### src/rtl/cnn_pkg.sv
// Shared constants, types and helpers for the CNN post-processing blocks.
package cnn_pkg;
    localparam int DATA_WIDTH = 8;
    localparam int SAT_MAX    = 127;
    localparam int SAT_MIN    = -127;
    localparam int FIFO_DEPTH = 4;

    typedef logic signed [DATA_WIDTH-1:0] data_t;

    typedef struct packed {
        logic  last;
        data_t data;
    } pool_entry_t;

    function automatic data_t smax(input data_t a, input data_t b);
        return (b > a) ? b : a;
    endfunction
endpackage

### src/rtl/sync_fifo_4.sv
// Small synchronous FIFO (FIFO_DEPTH entries); a push into a full FIFO succeeds
// only when a pop happens in the same cycle, otherwise it is reported on drop.
module sync_fifo_4
    import cnn_pkg::*;
#(
    parameter int WIDTH = 9
) (
    input  logic             clk,
    input  logic             rst_n,
    input  logic             wr_en,
    input  logic [WIDTH-1:0] wr_data,
    input  logic             rd_en,
    output logic [WIDTH-1:0] rd_data,
    output logic             valid,
    output logic             drop
);
    localparam int AW = $clog2(FIFO_DEPTH);
    localparam logic [AW:0] FULL_CNT = (AW + 1)'(FIFO_DEPTH);

    logic [WIDTH-1:0] mem_q [FIFO_DEPTH];
    logic [AW-1:0]    wr_ptr_q, wr_ptr_d;
    logic [AW-1:0]    rd_ptr_q, rd_ptr_d;
    logic [AW:0]      count_q, count_d;
    logic             empty, full, push, pop;

    always_comb begin
        empty    = (count_q == '0);
        full     = (count_q == FULL_CNT);
        pop      = rd_en && !empty;
        push     = wr_en && (!full || pop);
        drop     = wr_en && full && !pop;
        wr_ptr_d = push ? wr_ptr_q + AW'(1) : wr_ptr_q;
        rd_ptr_d = pop  ? rd_ptr_q + AW'(1) : rd_ptr_q;
        count_d  = count_q;
        if (push && !pop) begin
            count_d = count_q + (AW + 1)'(1);
        end else if (pop && !push) begin
            count_d = count_q - (AW + 1)'(1);
        end
    end

    always_ff @(posedge clk or negedge rst_n) begin
        if (!rst_n) begin
            wr_ptr_q <= '0;
            rd_ptr_q <= '0;
            count_q  <= '0;
        end else begin
            wr_ptr_q <= wr_ptr_d;
            rd_ptr_q <= rd_ptr_d;
            count_q  <= count_d;
        end
    end

    // Storage needs no reset: the head is gated to zero whenever the FIFO is empty.
    always_ff @(posedge clk) begin
        if (push) begin
            mem_q[wr_ptr_q] <= wr_data;
        end
    end

    assign valid   = !empty;
    assign rd_data = empty ? '0 : mem_q[rd_ptr_q];
endmodule

### src/rtl/maxpool_relu_0.sv
// Max-pooling stage behind a fixed-latency conv element, with segment tagging and
// an output FIFO. Define POOL_RELU_EN to clamp negative conv outputs to zero first.
module maxpool_relu_0
    import cnn_pkg::*;
#(
    parameter int CONV_LATENCY = 6,
    parameter int POOL_SIZE    = 2,
    parameter int SEG_LEN      = 16
) (
    input  logic                         clk,
    input  logic                         rst_n,
    input  logic                         in_valid,
    input  logic signed [DATA_WIDTH-1:0] conv_y,
    output logic signed [DATA_WIDTH-1:0] out_data,
    output logic                         out_valid,
    input  logic                         out_ready,
    output logic                         out_last,
    output logic                         overflow
);
    localparam int NUM_POOL = SEG_LEN / POOL_SIZE;
    localparam int WIN_W    = (POOL_SIZE > 1) ? $clog2(POOL_SIZE) : 1;
    localparam int SEG_W    = (NUM_POOL > 1) ? $clog2(NUM_POOL) : 1;

    logic [CONV_LATENCY-1:0] vld_sr_q, vld_sr_d;
    logic [WIN_W-1:0]        win_cnt_q, win_cnt_d;
    logic [SEG_W-1:0]        seg_cnt_q, seg_cnt_d;
    data_t                   run_max_q, run_max_d;
    logic                    overflow_q, overflow_d;

    logic        y_valid;
    data_t       sample;
    data_t       pooled;
    logic        win_last;
    logic        seg_last;
    logic        push;
    pool_entry_t push_entry;
    pool_entry_t head_entry;
    logic        fifo_drop;

    assign y_valid = vld_sr_q[CONV_LATENCY-1];

    always_comb begin
        sample = conv_y;
        if (conv_y > data_t'(SAT_MAX)) begin
            sample = data_t'(SAT_MAX);
        end else if (conv_y < data_t'(SAT_MIN)) begin
            sample = data_t'(SAT_MIN);
        end
`ifdef POOL_RELU_EN
        if (conv_y < 0) begin
            sample = '0;
        end
`endif
    end

    always_comb begin
        vld_sr_d   = (vld_sr_q << 1) | CONV_LATENCY'(in_valid);
        win_last   = (win_cnt_q == WIN_W'(POOL_SIZE - 1));
        seg_last   = (seg_cnt_q == SEG_W'(NUM_POOL - 1));
        pooled     = (win_cnt_q == '0) ? sample : smax(run_max_q, sample);
        win_cnt_d  = win_cnt_q;
        seg_cnt_d  = seg_cnt_q;
        run_max_d  = run_max_q;
        push       = 1'b0;
        push_entry = '{last: seg_last, data: pooled};
        if (y_valid) begin
            run_max_d = pooled;
            if (win_last) begin
                win_cnt_d = '0;
                push      = 1'b1;
                // Dropped results still count toward the segment so framing stays aligned.
                seg_cnt_d = seg_last ? '0 : seg_cnt_q + SEG_W'(1);
            end else begin
                win_cnt_d = win_cnt_q + WIN_W'(1);
            end
        end
        overflow_d = overflow_q | fifo_drop;
    end

    always_ff @(posedge clk or negedge rst_n) begin
        if (!rst_n) begin
            vld_sr_q   <= '0;
            win_cnt_q  <= '0;
            seg_cnt_q  <= '0;
            run_max_q  <= '0;
            overflow_q <= 1'b0;
        end else begin
            vld_sr_q   <= vld_sr_d;
            win_cnt_q  <= win_cnt_d;
            seg_cnt_q  <= seg_cnt_d;
            run_max_q  <= run_max_d;
            overflow_q <= overflow_d;
        end
    end

    sync_fifo_4 #(
        .WIDTH($bits(pool_entry_t))
    ) u_fifo (
        .clk     (clk),
        .rst_n   (rst_n),
        .wr_en   (push),
        .wr_data (push_entry),
        .rd_en   (out_ready),
        .rd_data (head_entry),
        .valid   (out_valid),
        .drop    (fifo_drop)
    );

    assign out_data = head_entry.data;
    assign out_last = head_entry.last;
    assign overflow = overflow_q;
endmodule

### config.mk
export PLATFORM = sky130hd
export DESIGN_NAME = maxpool_relu_0
export DESIGN_NICKNAME = d
export VERILOG_FILES = /design/src/rtl/cnn_pkg.sv /design/src/rtl/sync_fifo_4.sv /design/src/rtl/maxpool_relu_0.sv
export SDC_FILE = /design/constraint.sdc
export NUM_CORES = 1
export LEC_CHECK = 0
export ABC_AREA = 0
export ABC_CLOCK_PERIOD_IN_PS = 2750
export CAP_MARGIN = 30
export CORE_ASPECT_RATIO = 1.5
export CORE_MARGIN = 8
export CORE_UTILIZATION = 45
export CTS_BUF_LIST = sky130_fd_sc_hd__clkbuf_16
export CTS_CLUSTER_DIAMETER = 40
export DETAILED_ROUTE_END_ITERATION = 8
export SYNTH_ARGS = -nofsm -noshare
export SYNTH_HDL_FRONTEND = slang
export SYNTH_SLANG_ARGS = --single-unit
### constraint.sdc
create_clock -name clk -period 2.75 [get_ports clk]
set_clock_uncertainty 0.15 [all_clocks]
set_input_delay 0.275 -clock clk [delete_from_list [all_inputs] [get_ports clk]]
set_output_delay 0.275 -clock clk [all_outputs]
set_load 0.1 [all_outputs]
==> run metrics <==
fin. max-slew vios=0; Final Setup Violations=40; Antenna Cells=0; Mapped Cells=186; Worst Reg-to-Reg Cells=6; gr usage total=13.27%; multi-input gate area in the final layout=1294 sq um; metal1 wirelength=2.096 mm; Synth cell types=37; vias in the first global route=1,899; Die Width=80.78 um; GP Congestion=0.8049; Port Buffer Count=22; ys async rst share=41.94%; Crit. End Element=flip-flop; Yosys reg bits=62; cts hold-fix bufs=0; commonest register cell after synthesis=edfxtp_1; initial antenna violation count=0; worst min-delay path class=in2async; share of post-route cells with drive strength above 1=42.98%; first-pass GRT wire length=9.211 mm; largest area contributor in the netlist=edfxtp_1; CTS tree=built; Cell Area, Synth=2833 sq um; Post-synth EDFFs=36; post-layout util=62.41%; Setup CP Type=in2reg; fin crit period=3.067 ns; Worst slew margin=67.46%; CTS root buffer=clkbuf_16; post-synthesis sequential area ratio=61.13%; CTS max path bufs=2; DP Wirelength=3.873 mm; DIE AREA=9142 sq um; Syn Nets=215; Hold WS=0.1793 ns; final net count=266; largest cells by area after synthesis=edfxtp_1, dfrtp_1, mux4_2; Mapped Avg Cell Area=15.23 sq um; total I/O pin count=23; Startpoint Class=input port; Num CTS Buffers=9; Worst-Skew Late Latency=0.32 ns; met2 WL post-DR=2.902 mm; fmax=0.3260 GHz; Clk pin slew, worst setup/hold paths=0.05 ns; die height=113.2 um; worst path arrival time=3.12 ns; P&R area growth vs syn=35.07%; YS warnings=0; status=complete, but fails checks; fill cell count=462; pin count of the biggest net entering global routing=27; Core Box Area=6131 sq um; Critical Path RT=2.80 ns; via count=1,649; Routed WL per cell=16.74 um; max-cap check violation count=0; first drt pass iteration count=4; vias per inst=5.218; final hold vios=0; Remaining Overflow, GRT=0; Slew @ Worst Pin=0.4881 ns; H-tree Lvls=3; Max Used Layer=met4; Post-Route WL=5.289 mm; Iter 0 DRT Violations=77; wire length on met3=222 um; Worst Path Max Fanout=7; RSZ-0062 raised after global routing=true; DRC violations left=0; Sequential Area=1732 sq um; share of the synthesized area in the top cell type=38.16%; failing checks=negative setup slack; CTS sink cnt=62; row count=35; antenna-violating nets left=0; Final WS setup=-0.3174 ns; final worst-path cycle share=111.5%; Initial Utilization=46.20%
[area by class of cell]
type,count,share of cell area [%]
Sequential cell,62,45.26
Multi-Input combinational cell,106,33.81
Timing Repair Buffer,45,9.843
Clock buffer,9,5.886
Tap cell,74,2.420
Clock inverter,7,1.504
Inverter,13,1.275
[cells in the final DEF (no fill, tap or decap), drive strengths merged, types with 4 or more instances in the layout]
master,count
nor2,5
edfxtp,36
mux2,9
buf,37
ha,16
clkdlybuf4s50,7
inv,15
o21ai,7
mux4,9
nor2b,7
nand2,10
clkbuf,9
dfrtp,26
and2,13
xnor2,4
[sequential cells by signal, summed over array words and instances (netlist names)]
register         count
overflow             1
run_max_q            8
seg_cnt_q            3
u_fifo.count_q       3
u_fifo.mem_q        36
u_fifo.rd_ptr_q      2
u_fifo.wr_ptr_q      2
vld_sr_q             6
win_cnt_q            1
[cells by family after synthesis]
| group | synth area share, % |
|---|---|
| AOI/OAI and AO/OA | 5.521 |
| and+or+nand+nor | 9.055 |
| buffers and inverters | 2.474 |
| muxes | 11.88 |
| adders and majority gates | 7.774 |
| xor gates and xnor gates | 2.164 |
| DFF | 61.13 |
[path summary, 6_finish.rpt]
kind                                         from           endpoint  slack (ns)
worst max-delay path                    conv_y[1]       run_max_q[4]       -0.32
worst min-delay path                        rst_n       seg_cnt_q[1]        0.18
worst max register to register  u_fifo.count_q[0]  u_fifo.count_q[1]        0.48
worst min register to register        vld_sr_q[0]        vld_sr_q[1]        0.19
max in group asynchronous                   rst_n       run_max_q[0]        2.01
min in group clk                      vld_sr_q[0]        vld_sr_q[1]        0.19
[repair_timing]
item | CTS | global route
setup buffers | 4 | 0
pin swaps | 11 | 2
resized for setup | 43 | 3
endpoints found under the setup margin | 40 | 40
[stage by stage]
stage | setup TNS [ns] | instance area [sq um] | instances | setup slack [ns]
final | -10.62 | 3826 | 316 | -0.3174
after CTS | -10.11 | 3807 | 316 | -0.3060
after floorplan | -19.10 | 2919 | 186 | -0.5091
after global placement | -39.13 | 3331 | 296 | -1.035
after global routing | -14.31 | 3826 | 316 | -0.4063
after detailed placement | -39.88 | 3331 | 296 | -1.044
[routing by layer]
| metal | up-vias | global-route usage [%] |
|---|---|---|
| li1 | 784 | - |
| met4 | 0 | 5.629 |
| met3 | 7 | 3.889 |
| met2 | 34 | 22.82 |
| met5 | - | 0 |
| met1 | 824 | 14.53 |
[Yosys cell counts, types with 2 or more instances]
library cell	number
a21o_1	3
a21oi_1	3
and2_1	13
buf_2	2
clkbuf_1	3
dfrtp_1	26
edfxtp_1	36
ha_1	16
inv_1	13
mux2_2	3
mux2_4	6
mux4_2	9
nand2_1	9
nor2_1	5
nor2b_1	7
o21ai_0	5
o21ai_1	2
xnor2_1	4
xor2_1	3
[worst max-delay path: stages]
cell and delay [ns]:
buf_6 0.09, or4_4 0.54, o41ai_4 0.33, ha_4 0.29
nor2b_4 0.07, ha_4 0.27, and4_4 0.24, buf_6 0.11
o2111ai_4 0.09, a32oi_4 0.30, nand2_4 0.17, mux2_4 0.33
Power is left out: the tool's default activity adds up to more than one toggle a clock period on the data nets, which glitch-free logic cannot reach.
